## src/rtl/clock_pkg.sv

```systemverilog
// Shared constants and helpers for the clock hour-formatting path.
package clock_pkg;

  localparam int HOURS_PER_DAY = 24;
  localparam int HALF_DAY      = 12;
  localparam int HOUR24_W      = 5;
  localparam int HOUR12_W      = 4;

  localparam logic AM = 1'b0;
  localparam logic PM = 1'b1;

  // Binary 0-15 to {tens, ones[3:0]} BCD; tens is a single bit since 15 is the ceiling.
  function automatic logic [HOUR12_W:0] bin_to_bcd(input logic [HOUR12_W-1:0] bin);
    logic [HOUR12_W:0] bcd;
    bcd = {1'b0, bin};
    if (bin >= HOUR12_W'(10)) bcd = {1'b1, bin - HOUR12_W'(10)};
    return bcd;
  endfunction

endpackage

```

## src/rtl/h12_bcd_split.sv

```systemverilog
// Combinational 4-bit binary to tens/ones BCD split for the 12-hour display digits.
module h12_bcd_split
  import clock_pkg::*;
(
  input  logic [HOUR12_W-1:0] i_bin,
  output logic                o_tens,
  output logic [3:0]          o_ones
);

  logic [HOUR12_W:0] w_bcd;

  assign w_bcd  = bin_to_bcd(i_bin);
  assign o_tens = w_bcd[HOUR12_W];
  assign o_ones = w_bcd[HOUR12_W-1:0];

endmodule

```

## src/rtl/h24_to_h12.sv

```systemverilog
// Registered 24-hour to 12-hour converter with AM/PM flag and range error.
// Optional BCD digit outputs are enabled by defining H24TOH12_BCD_EN.
module h24_to_h12
  import clock_pkg::*;
#(
  parameter bit MIDNIGHT_12 = 1'b1
) (
  input  logic                clk,
  input  logic                rst,
  input  logic [HOUR24_W-1:0] hour24,
  input  logic                in_valid,
  output logic                nAM_PM,
  output logic [HOUR12_W-1:0] hour12,
  output logic                out_valid,
  output logic                err
`ifdef H24TOH12_BCD_EN
  ,
  output logic                hour12_tens,
  output logic [3:0]          hour12_ones
`endif
);

  localparam logic [HOUR12_W-1:0] MIDNIGHT_HOUR = MIDNIGHT_12 ? HOUR12_W'(HALF_DAY) : '0;

  logic                r_nam_pm;
  logic [HOUR12_W-1:0] r_hour12;
  logic                r_out_valid;
  logic                r_err;

  logic                w_in_range;
  logic                w_is_pm;
  logic [HOUR12_W-1:0] w_hour12;

  assign w_in_range = (hour24 <= HOUR24_W'(HOURS_PER_DAY - 1));
  assign w_is_pm    = (hour24 >= HOUR24_W'(HALF_DAY)) ? PM : AM;

  // Noon passes through unchanged; only 13-23 fold down by a half day.
  always_comb begin
    // NOTE: default first so every path assigns w_hour12 and no latch is inferred.
    w_hour12 = HOUR12_W'(hour24);
    if (hour24 == '0) begin
      w_hour12 = MIDNIGHT_HOUR;
    end else if (hour24 > HOUR24_W'(HALF_DAY)) begin
      w_hour12 = HOUR12_W'(hour24 - HOUR24_W'(HALF_DAY));
    end
  end

  // NOTE: sequential state uses non-blocking assignments so all registers update from pre-edge values.
  always_ff @(posedge clk) begin
    if (rst) begin
      r_nam_pm    <= AM;
      r_hour12    <= MIDNIGHT_HOUR;
      r_out_valid <= 1'b0;
      r_err       <= 1'b0;
    end else begin
      r_out_valid <= in_valid;
      r_err       <= in_valid & ~w_in_range;
      if (in_valid && w_in_range) begin
        r_nam_pm <= w_is_pm;
        r_hour12 <= w_hour12;
      end
    end
  end

  assign nAM_PM    = r_nam_pm;
  assign hour12    = r_hour12;
  assign out_valid = r_out_valid;
  assign err       = r_err;

`ifdef H24TOH12_BCD_EN
  localparam logic [HOUR12_W:0] MIDNIGHT_BCD = bin_to_bcd(MIDNIGHT_HOUR);

  logic       w_tens;
  logic [3:0] w_ones;
  logic       r_tens;
  logic [3:0] r_ones;

  h12_bcd_split u_bcd_split (
    .i_bin  (w_hour12),
    .o_tens (w_tens),
    .o_ones (w_ones)
  );

  // Digits load under the same condition as hour12 so they can never disagree.
  always_ff @(posedge clk) begin
    if (rst) begin
      r_tens <= MIDNIGHT_BCD[HOUR12_W];
      r_ones <= MIDNIGHT_BCD[HOUR12_W-1:0];
    end else if (in_valid && w_in_range) begin
      r_tens <= w_tens;
      r_ones <= w_ones;
    end
  end

  assign hour12_tens = r_tens;
  assign hour12_ones = r_ones;
`endif

endmodule

```

## config.mk

```make
export PLATFORM = sky130hd
export DESIGN_NAME = h24_to_h12
export DESIGN_NICKNAME = d
export VERILOG_FILES = /design/src/rtl/clock_pkg.sv /design/src/rtl/h12_bcd_split.sv /design/src/rtl/h24_to_h12.sv
export SDC_FILE = /design/constraint.sdc
export NUM_CORES = 1
export LEC_CHECK = 0
export BUFFER_PORTS_ARGS = -buffer_cell sky130_fd_sc_hd__buf_2
export CORE_AREA = 2 2 39 41
export CTS_BUF_LIST = sky130_fd_sc_hd__clkbuf_4 sky130_fd_sc_hd__clkbuf_8 sky130_fd_sc_hd__clkbuf_16
export DETAILED_ROUTE_END_ITERATION = 8
export DIE_AREA = 0 0 41 43
export GPL_TIMING_DRIVEN = 1
export HOLD_SLACK_MARGIN = 0.15
export PLACE_DENSITY_LB_ADDON = 0.05
export RECOVER_POWER = 25
export SETUP_SLACK_MARGIN = 0.1
export SLEW_MARGIN = 30
export SYNTH_ARGS = -nofsm -noshare
export SYNTH_HDL_FRONTEND = slang
export SYNTH_SLANG_ARGS = --single-unit
```

## constraint.sdc

```tcl
create_clock -name clk -period 3.78 [get_ports clk]
set_input_delay 0.567 -clock clk [delete_from_list [all_inputs] [get_ports clk]]
set_output_delay 0.567 -clock clk [all_outputs]
set_load 0.005 [all_outputs]
```

# Word-level counts from Yosys, hierarchy flattened
# Index checks and enable logic that the tools add are counted.
[totals]
register_bits = 7
[classes]
add_sub_neg = 1
order_cmp = 3
n_mux = 3
n_bitwise = 2
reduce_logical = 2
[op_table]
columns = ["cell", "n"]
rows = [
  ["4-bit 2-to-1 mux", 2],
  ["5-bit by 4-bit >= comparator with 1-bit output, second input constant", 1],
  ["5-bit by 4-bit greater-than comparator with 1-bit output, second input constant", 1],
  ["5-bit <= comparator, second input constant", 1],
  ["5-bit zero test", 1],
  ["4-bit subtractor, second input constant", 1],
  ["1-bit AND", 1],
  ["1-bit logical AND", 1],
  ["1-bit 2-to-1 mux", 1],
  ["1-bit inverter", 1],
]

# Logic depth before layout (Yosys ltp)
# Gate-level depths: netlist (run 1).
[logic_depth]
ltp_word = 3
mapped_depth = 6

# Worst setup path before layout (run 1)
# Ideal clock, no wire load.
[synth_path]
path_type = "input to register"
startpoint = "input hour24[3]"
endpoint = "register r_hour12[3] (netlist: hour12[3])"
setup_time_ns = 0.122
arrival_time_ns = 1.544
required_ns = 3.658
path_slack_ns = 2.114
path_stages = 5
n_path_buf = 0
cell_sequence = "inv_1 ha_1 nor3b_1 or3_1 a311o_1"
[synth_via]
elab_chain_len = 3
word_cells_on_any_way = 7
[synth_rtl]
columns = ["item", "line_no", "source"]
rows = [
  ["from (decl)", "h24_to_h12.sv:10", "input logic [HOUR24_W-1:0] hour24,"],
  ["4-bit subtractor or 5-bit by 4-bit greater-than comparator with 1-bit output (tied branches)", "h24_to_h12.sv:44, h24_to_h12.sv:43", ""],
  ["4-bit 2-to-1 mux", "h24_to_h12.sv:43", "end else if (hour24 > HOUR24_W'(HALF_DAY)) begin"],
  ["4-bit 2-to-1 mux", "h24_to_h12.sv:41", "if (hour24 == '0) begin"],
  ["to (signal assigned)", "h24_to_h12.sv:60", "r_hour12 <= w_hour12;"],
  ["to (decl)", "h24_to_h12.sv:26", "logic [HOUR12_W-1:0] r_hour12;"],
]
# Several ways; a longest one is shown, not always the timed one.
# A chain may end at the register's enable or synchronous reset.

# Final worst setup path (run 1)
# Ends and elaborated chain as after synthesis.

==> metrics, run 1 <==
GRT Total Usage 11.2%; drt drc 0; Worst Path Required 3.92 ns; status finished clean; crit path cell chain clkbuf_1 > inv_1 > ha_1 > nor3b_1 > or3_1 > a311o_1; DRT iter0 DRCs 1; number of clock sinks 7; fmax about 0.6 GHz; worst-path fanout max 5; DRT Pass-1 Iters 2; die area between 1500 and 2000 µm²; Final ANT Viol Nets 0; RSZ-0062 raised after global routing no; vias post-DR 361; leak pwr 0.000233 µW; cell count after synthesis 40; FF/Latch Area 140 µm²; Synth Register Bits 7; Bufs on Longest Clock Path 2; PD cells 379 nW/µm²; Slowest-stage cell, CP a311o_1; number of top-level pins 15; fin. max-slew vios 0; cells taking the most area after synthesis dfxtp_1 (37%), ha_1 (10%), nor2_1 (6.0%), a31oi_4 (5.7%), a311o_1 (5.3%); ys flop type dfxtp_1; largest net degree at the start of global routing 9; Row Count 14; Clock transition at path regs 0.05 ns; Worst Clk Skew 0 ns; Final TNS setup 0 ns; crit path DAT 1.85 ns; EDFF count, synth 0; Cell Area, Synth 375 µm²; Slew HR 70.5%; Layout fillers 155; Seq/Total Area, Yosys 37.3%; routed vias/inst ~5; total gr overflow 0; startpoint class of the critical path input pin; final count of hold timing violations 0; Slew @ Worst Pin 0.431 ns; final setup fails 0; VDD IR max 0.0984 mV; TritonCTS buffer count 3; crit-path max cell delay 0.35 ns; initial antenna violation count 0; CTS Hold Bufs 0; critical setup path kind input pin to flop; syn_nets 51; post-route minimum period 1.71 ns; post-cts repair resize count 0; Die Y 43 µm; crit end category flop; placed instance area 465 µm²; final RePlAce weighted congestion 0.676; H-tree depth 1; Synth top cells by count dfxtp_1 (7), nor2_1 (6), inv_1 (4), ha_1 (3); synthesis-to-layout area growth 31.7%; Post-Layout Cell Count 74; Final period util 45.3%; first-pass GRT wire length 1290 µm; detailed placement HPWL 650 µm; vias in the first global route 313; design area 494 µm²; postcts setup bufs 0; drt wl/cell 11.0 µm; Placed Cells 70; CTS tree built; syn_area_per_cell 9.38 µm²; multi-input logic area 220 µm²; most frequent cell after synthesis dfxtp_1; max cap viols 0; synth warn 0; NumNets Final 70; Min-Delay Path Class flop to flop; n_diodes 0; Initial Utilization 27.1%; share of cells above drive strength 1 32.8%; Root Buffer clkbuf_4; post-synth top area cell dfxtp_1; post-synthesis async set-or-reset flop share 0%; Port Buf Inserts 14; drt total wl between 800 and 900 µm; Netlist cell types 19; area share of the leading cell type in the synthesized netlist 37.3%; die width 41 µm; Skew-Pair Late Insertion Delay 0.25 ns; core area 1380 µm²
==> power breakdown <==
| part | leakage [µW] | internal [µW] | switching (µW) |
|---|---|---|---|
| Combinational | 0.000157 | 15.5 | 17.5 |
| Sequential | 0.0000579 | 78.9 | 1.82 |
| Clock | 0.0000184 | 47.3 | 26.2 |
| Total | 0.000233 | 142 | 45.5 |
==> flip-flops by register name, indices dropped and copies added, names as in the netlist <==
name and count:
err 1, hour12 4, nAM_PM 1, out_valid 1
==> area by class of cell <==
type	count	area share (%)
multi-input cells	29	44.6
flip-flops and latches	7	28.4
repair buffers	14	13.9
clock buffers	4	6.08
well taps	16	4.05
inverters	4	3.04
==> metal layers <==
metal | up-vias | track usage, % | wire length [µm]
met5 | - | 0 | 0
met4 | 0 | 12.0 | 0
met3 | 0 | 2.09 | 77
met2 | 12 | 14.7 | 381
met1 | 169 | 13.6 | 354
li1 | 180 | - | -
==> through the flow <==
step	utilization, %	setup slack (ns)	hold slack (ns)	power [µW]
2_1_floorplan	-	2.11	0.485	99.8
3_3_place_gp	33.6	1.88	0.468	115
3_5_place_dp	33.6	1.88	0.483	116
4_1_cts	35.8	2.14	0.494	191
5_1_grt	35.7	2.00	0.525	197
6_report	35.7	2.07	0.490	187
==> kinds of logic (layout without fill, tap and decap cells) <==
| kind of cell | count (synthesis) | count (layout) | synth area share, % |
|---|---|---|---|
| mux | 2 | 2 | 5.33 |
| buf+inv | 4 | 22 | 4.00 |
| fa+ha+maj | 3 | 3 | 10.0 |
| flops | 7 | 7 | 37.3 |
| simple gates | 16 | 16 | 22.3 |
| compound gates | 8 | 8 | 21.0 |
==> layout by cell type, fill, tap and decap left out, drive strengths merged <==
cell type	count
mux2i	2
nor2	6
nor3	1
a2111oi	1
nor2b	2
o31ai	1
o21ai	1
a311o	2
dfxtp	7
ha	3
a31o	1
buf	13
a21o	1
clkbuf	5
inv	4
nor3b	2
or3	1
nand2	2
and4	1
a31oi	1
nand3	1
==> path summary, 6_finish.rpt <==
check	from	endpoint	slack, ns	cells after the start
setup / recovery	hour24[3]	hour12[3]$_SDFFE_PP1P_	2.07	6
hold / removal	nAM_PM$_SDFFE_PP0P_	nAM_PM$_SDFFE_PP0P_	0.49	2
setup reg to reg	hour12[2]$_SDFFE_PP1P_	hour12[2]$_SDFFE_PP1P_	2.92	2
hold reg to reg	nAM_PM$_SDFFE_PP0P_	nAM_PM$_SDFFE_PP0P_	0.49	2
==> critical path, delay by kind of cell <==
family                   cells  cell delay, ns
AND/OR/NAND/NOR              2            0.45
AO/OA/AOI/OAI                1            0.35
buffers and inverters        2            0.28
adder cells (fa/ha/maj)      1            0.20
(Power assumes the default switching activity.)
==> run 2: changes to the inputs <==
- ABC_AREA: default -> 1
- clock period: 3.78 -> 1.5 ns (I/O delays scaled with it)
==> metrics, run 2 <==
syn_nets 70 (+37%); CTS tree built; Root Buffer clkbuf_4; flop-to-flop setup slack 0.90 ns (-2.02 ns); Placed Cells 89 (+27%); Bufs on Longest Clock Path 2 (unchanged); VDD IR max 0.248 mV (+150%); Port Buf Inserts 14 (unchanged); TritonCTS buffer count 3 (unchanged); Core Util, Final 37.7% (+2.0 points); drt wl/cell 8.31 µm (-24%); total gr overflow 0 (unchanged); FF-to-FF Start hour12[3]$_SDFFE_PP1P_; most frequent cells in the layout nand2_1 (16), buf_2 (12), nor2_1 (9); post-synthesis async set-or-reset flop share 0% (unchanged); Die Y 43 µm (unchanged); largest net degree at the start of global routing 8 (-1); drt total wl 773 µm (-4.9%); Row Count 14 (unchanged); critical setup path kind input pin to flop; cells taking the most area after synthesis dfxtp_1 (35%), nand2_1 (15%), ha_1 (9.3%), nand3_1 (8.7%), nor2_1 (8.4%); area share of the leading cell type in the synthesized netlist 34.7% (-2.7 points); fmax roughly 1 GHz; Worst Clk Skew 0 ns (unchanged); n_diodes 0 (unchanged); Slew @ Worst Pin 0.266 ns (-0.165 ns); Netlist cell types 14 (-5); Final TNS setup 0 ns (unchanged); cell count after synthesis 59 (+48%); GRT Total Usage 11.9% (+0.77 points); worst setup path end hour12[0]$_SDFFE_PP0P_; post-cts repair resize count 0 (unchanged); post-synth top area cell dfxtp_1; ys flop type dfxtp_1; post-route minimum period ~0.99 ns; Initial Utilization 29.2% (+2.1 points); Slew HR 82.2% (+12 points); crit path DAT 1.13 ns (-0.72 ns); final count of hold timing violations 0 (unchanged); H-tree depth 1 (unchanged); max cap viols 0 (unchanged); vias in the first global route 350 (+12%); syn_area_per_cell 6.85 µm² (-27%); Final period util 66.3%; final RePlAce weighted congestion 0.696 (+2.9%); EDFF count, synth 0 (unchanged); Clock transition at path regs 0.05 ns (about the same); worst r2r path cells 2 (unchanged); vias post-DR 389 (+7.8%); design area 522 µm² (+5.6%); postcts setup bufs 0 (unchanged); Synth top cells by count nand2_1 (16), nor2_1 (9), dfxtp_1 (7), nand3_1 (7), inv_1 (6); status finished clean; Seq/Total Area, Yosys 34.7% (-2.7 points); final setup fails 0 (unchanged); drt drc 0 (unchanged); DRT iter0 DRCs 3 (+2); Worst Path Required 1.64 ns (-2.28 ns); Cell Area, Synth 404 µm² (+7.7%); number of clock sinks 7 (unchanged); worst-path fanout max 5 (unchanged); Post-Layout Cell Count 93 (+26%); Hold Path Origin rst; detailed placement HPWL 668 µm (+2.7%); Min-Delay Path Class input pin to flop; PD cells 922 nW/µm² (+140%); DRT Pass-1 Iters 2 (unchanged); synth warn 0 (unchanged); routed vias/inst 4.18 (-14%); first-pass GRT wire length 1350 µm (+4.8%); most frequent cell after synthesis nand2_1; Power, Total 481 µW (+160%); core area 1380 µm² (unchanged); fin. max-slew vios 0 (unchanged); number of top-level pins 15 (unchanged); leak pwr 0.000290 µW (+24%); crit end category flop; Final ANT Viol Nets 0 (unchanged); share of cells above drive strength 1 27.3% (-5.5 points); startpoint class of the critical path input pin; Layout fillers 160 (+3.2%); initial antenna violation count 0 (unchanged); max FFs per register 4 (unchanged); synthesis-to-layout area growth 29.1%; die width 41 µm (unchanged); NumNets Final 89 (+27%); reg-to-reg endpoint hour12[3]$_SDFFE_PP1P_; most common library cell in the layout ignoring fill and taps nand2_1; die area 1760 µm² (unchanged); Synth Register Bits 7 (unchanged); RSZ-0062 raised after global routing no; Skew-Pair Late Insertion Delay 0.24 ns (about the same); launch point of the worst path hour24[3]; CTS Hold Bufs 0 (unchanged); placed instance area 494 µm² (+6.2%)
## run 2: layout make-up
| type | count | area, µm² | share of cell area, % |
|---|---|---|---|
| clock buffers | 4 | 30.0 | 5.76 |
| repair buffers | 14 | 67.6 | 12.9 |
| well taps | 16 | 20.0 | 3.84 |
| inverters | 8 | 32.5 | 6.24 |
| flip-flops and latches | 7 | 140 | 26.9 |
| multi-input cells | 44 | 231 | 44.4 |
## run 2: through the flow
step / hold WS (ns) / setup slack, ns
after global placement: 0.451 / 0.312
final: 0.189 / 0.506
after floorplan: 0.297 / 0.509
after CTS: 0.182 / 0.579
after global routing: 0.185 / 0.381
after detailed placement: 0.446 / 0.314
## run 2: layer usage
| metal | share of wire [%] | vias up | global-route usage (%) |
|---|---|---|---|
| li1 | - | 221 | - |
| met1 | 43 | 158 | 13.2 |
| met2 | 51 | 8 | 16.9 |
| met3 | 3.4 | 2 | 1.57 |
| met4 | 2.5 | 0 | 14.0 |
| met5 | 0 | - | 0 |
## run 2: how the worst min path moves through the flow
stage | endpoint | slack, ns | depth (start not counted)
6_report | out_valid$_SDFF_PP0_ | 0.19 | 2
5_1_grt | out_valid$_SDFF_PP0_ | 0.18 | 2
3_5_place_dp | out_valid$_SDFF_PP0_ | 0.45 | 2
4_1_cts | out_valid$_SDFF_PP0_ | 0.18 | 2
3_3_place_gp | out_valid$_SDFF_PP0_ | 0.45 | 2
2_1_floorplan | out_valid$_SDFF_PP0_ | 0.30 | 1
## run 2: critical path, cell delays in order
cell and delay [ns]:
clkbuf_1 0.15, inv_1 0.10, ha_1 0.18, nand3_1 0.06, nand2_1 0.06, inv_2 0.06
nand2_4 0.06, nand2_4 0.08, inv_4 0.04, nor2_1 0.08, nor2_1 0.05
## run 2: cell families (layout without fill, tap and decap cells)
group	Yosys count	in the layout	share of synthesized area (%)
buf+inv	8	26	8.05
simple gates	38	38	44.0
fa+ha+maj	3	3	9.29
compound gates	3	3	4.03
flops	7	7	34.7
## run 2: where the power goes
| part | total (µW) | internal, µW | switching [µW] |
|---|---|---|---|
| clock network | 182 | 119 | 63.0 |
| registers | 205 | 200 | 5.08 |
| logic | 93.6 | 39.2 | 54.4 |
| total | 481 | 358 | 123 |
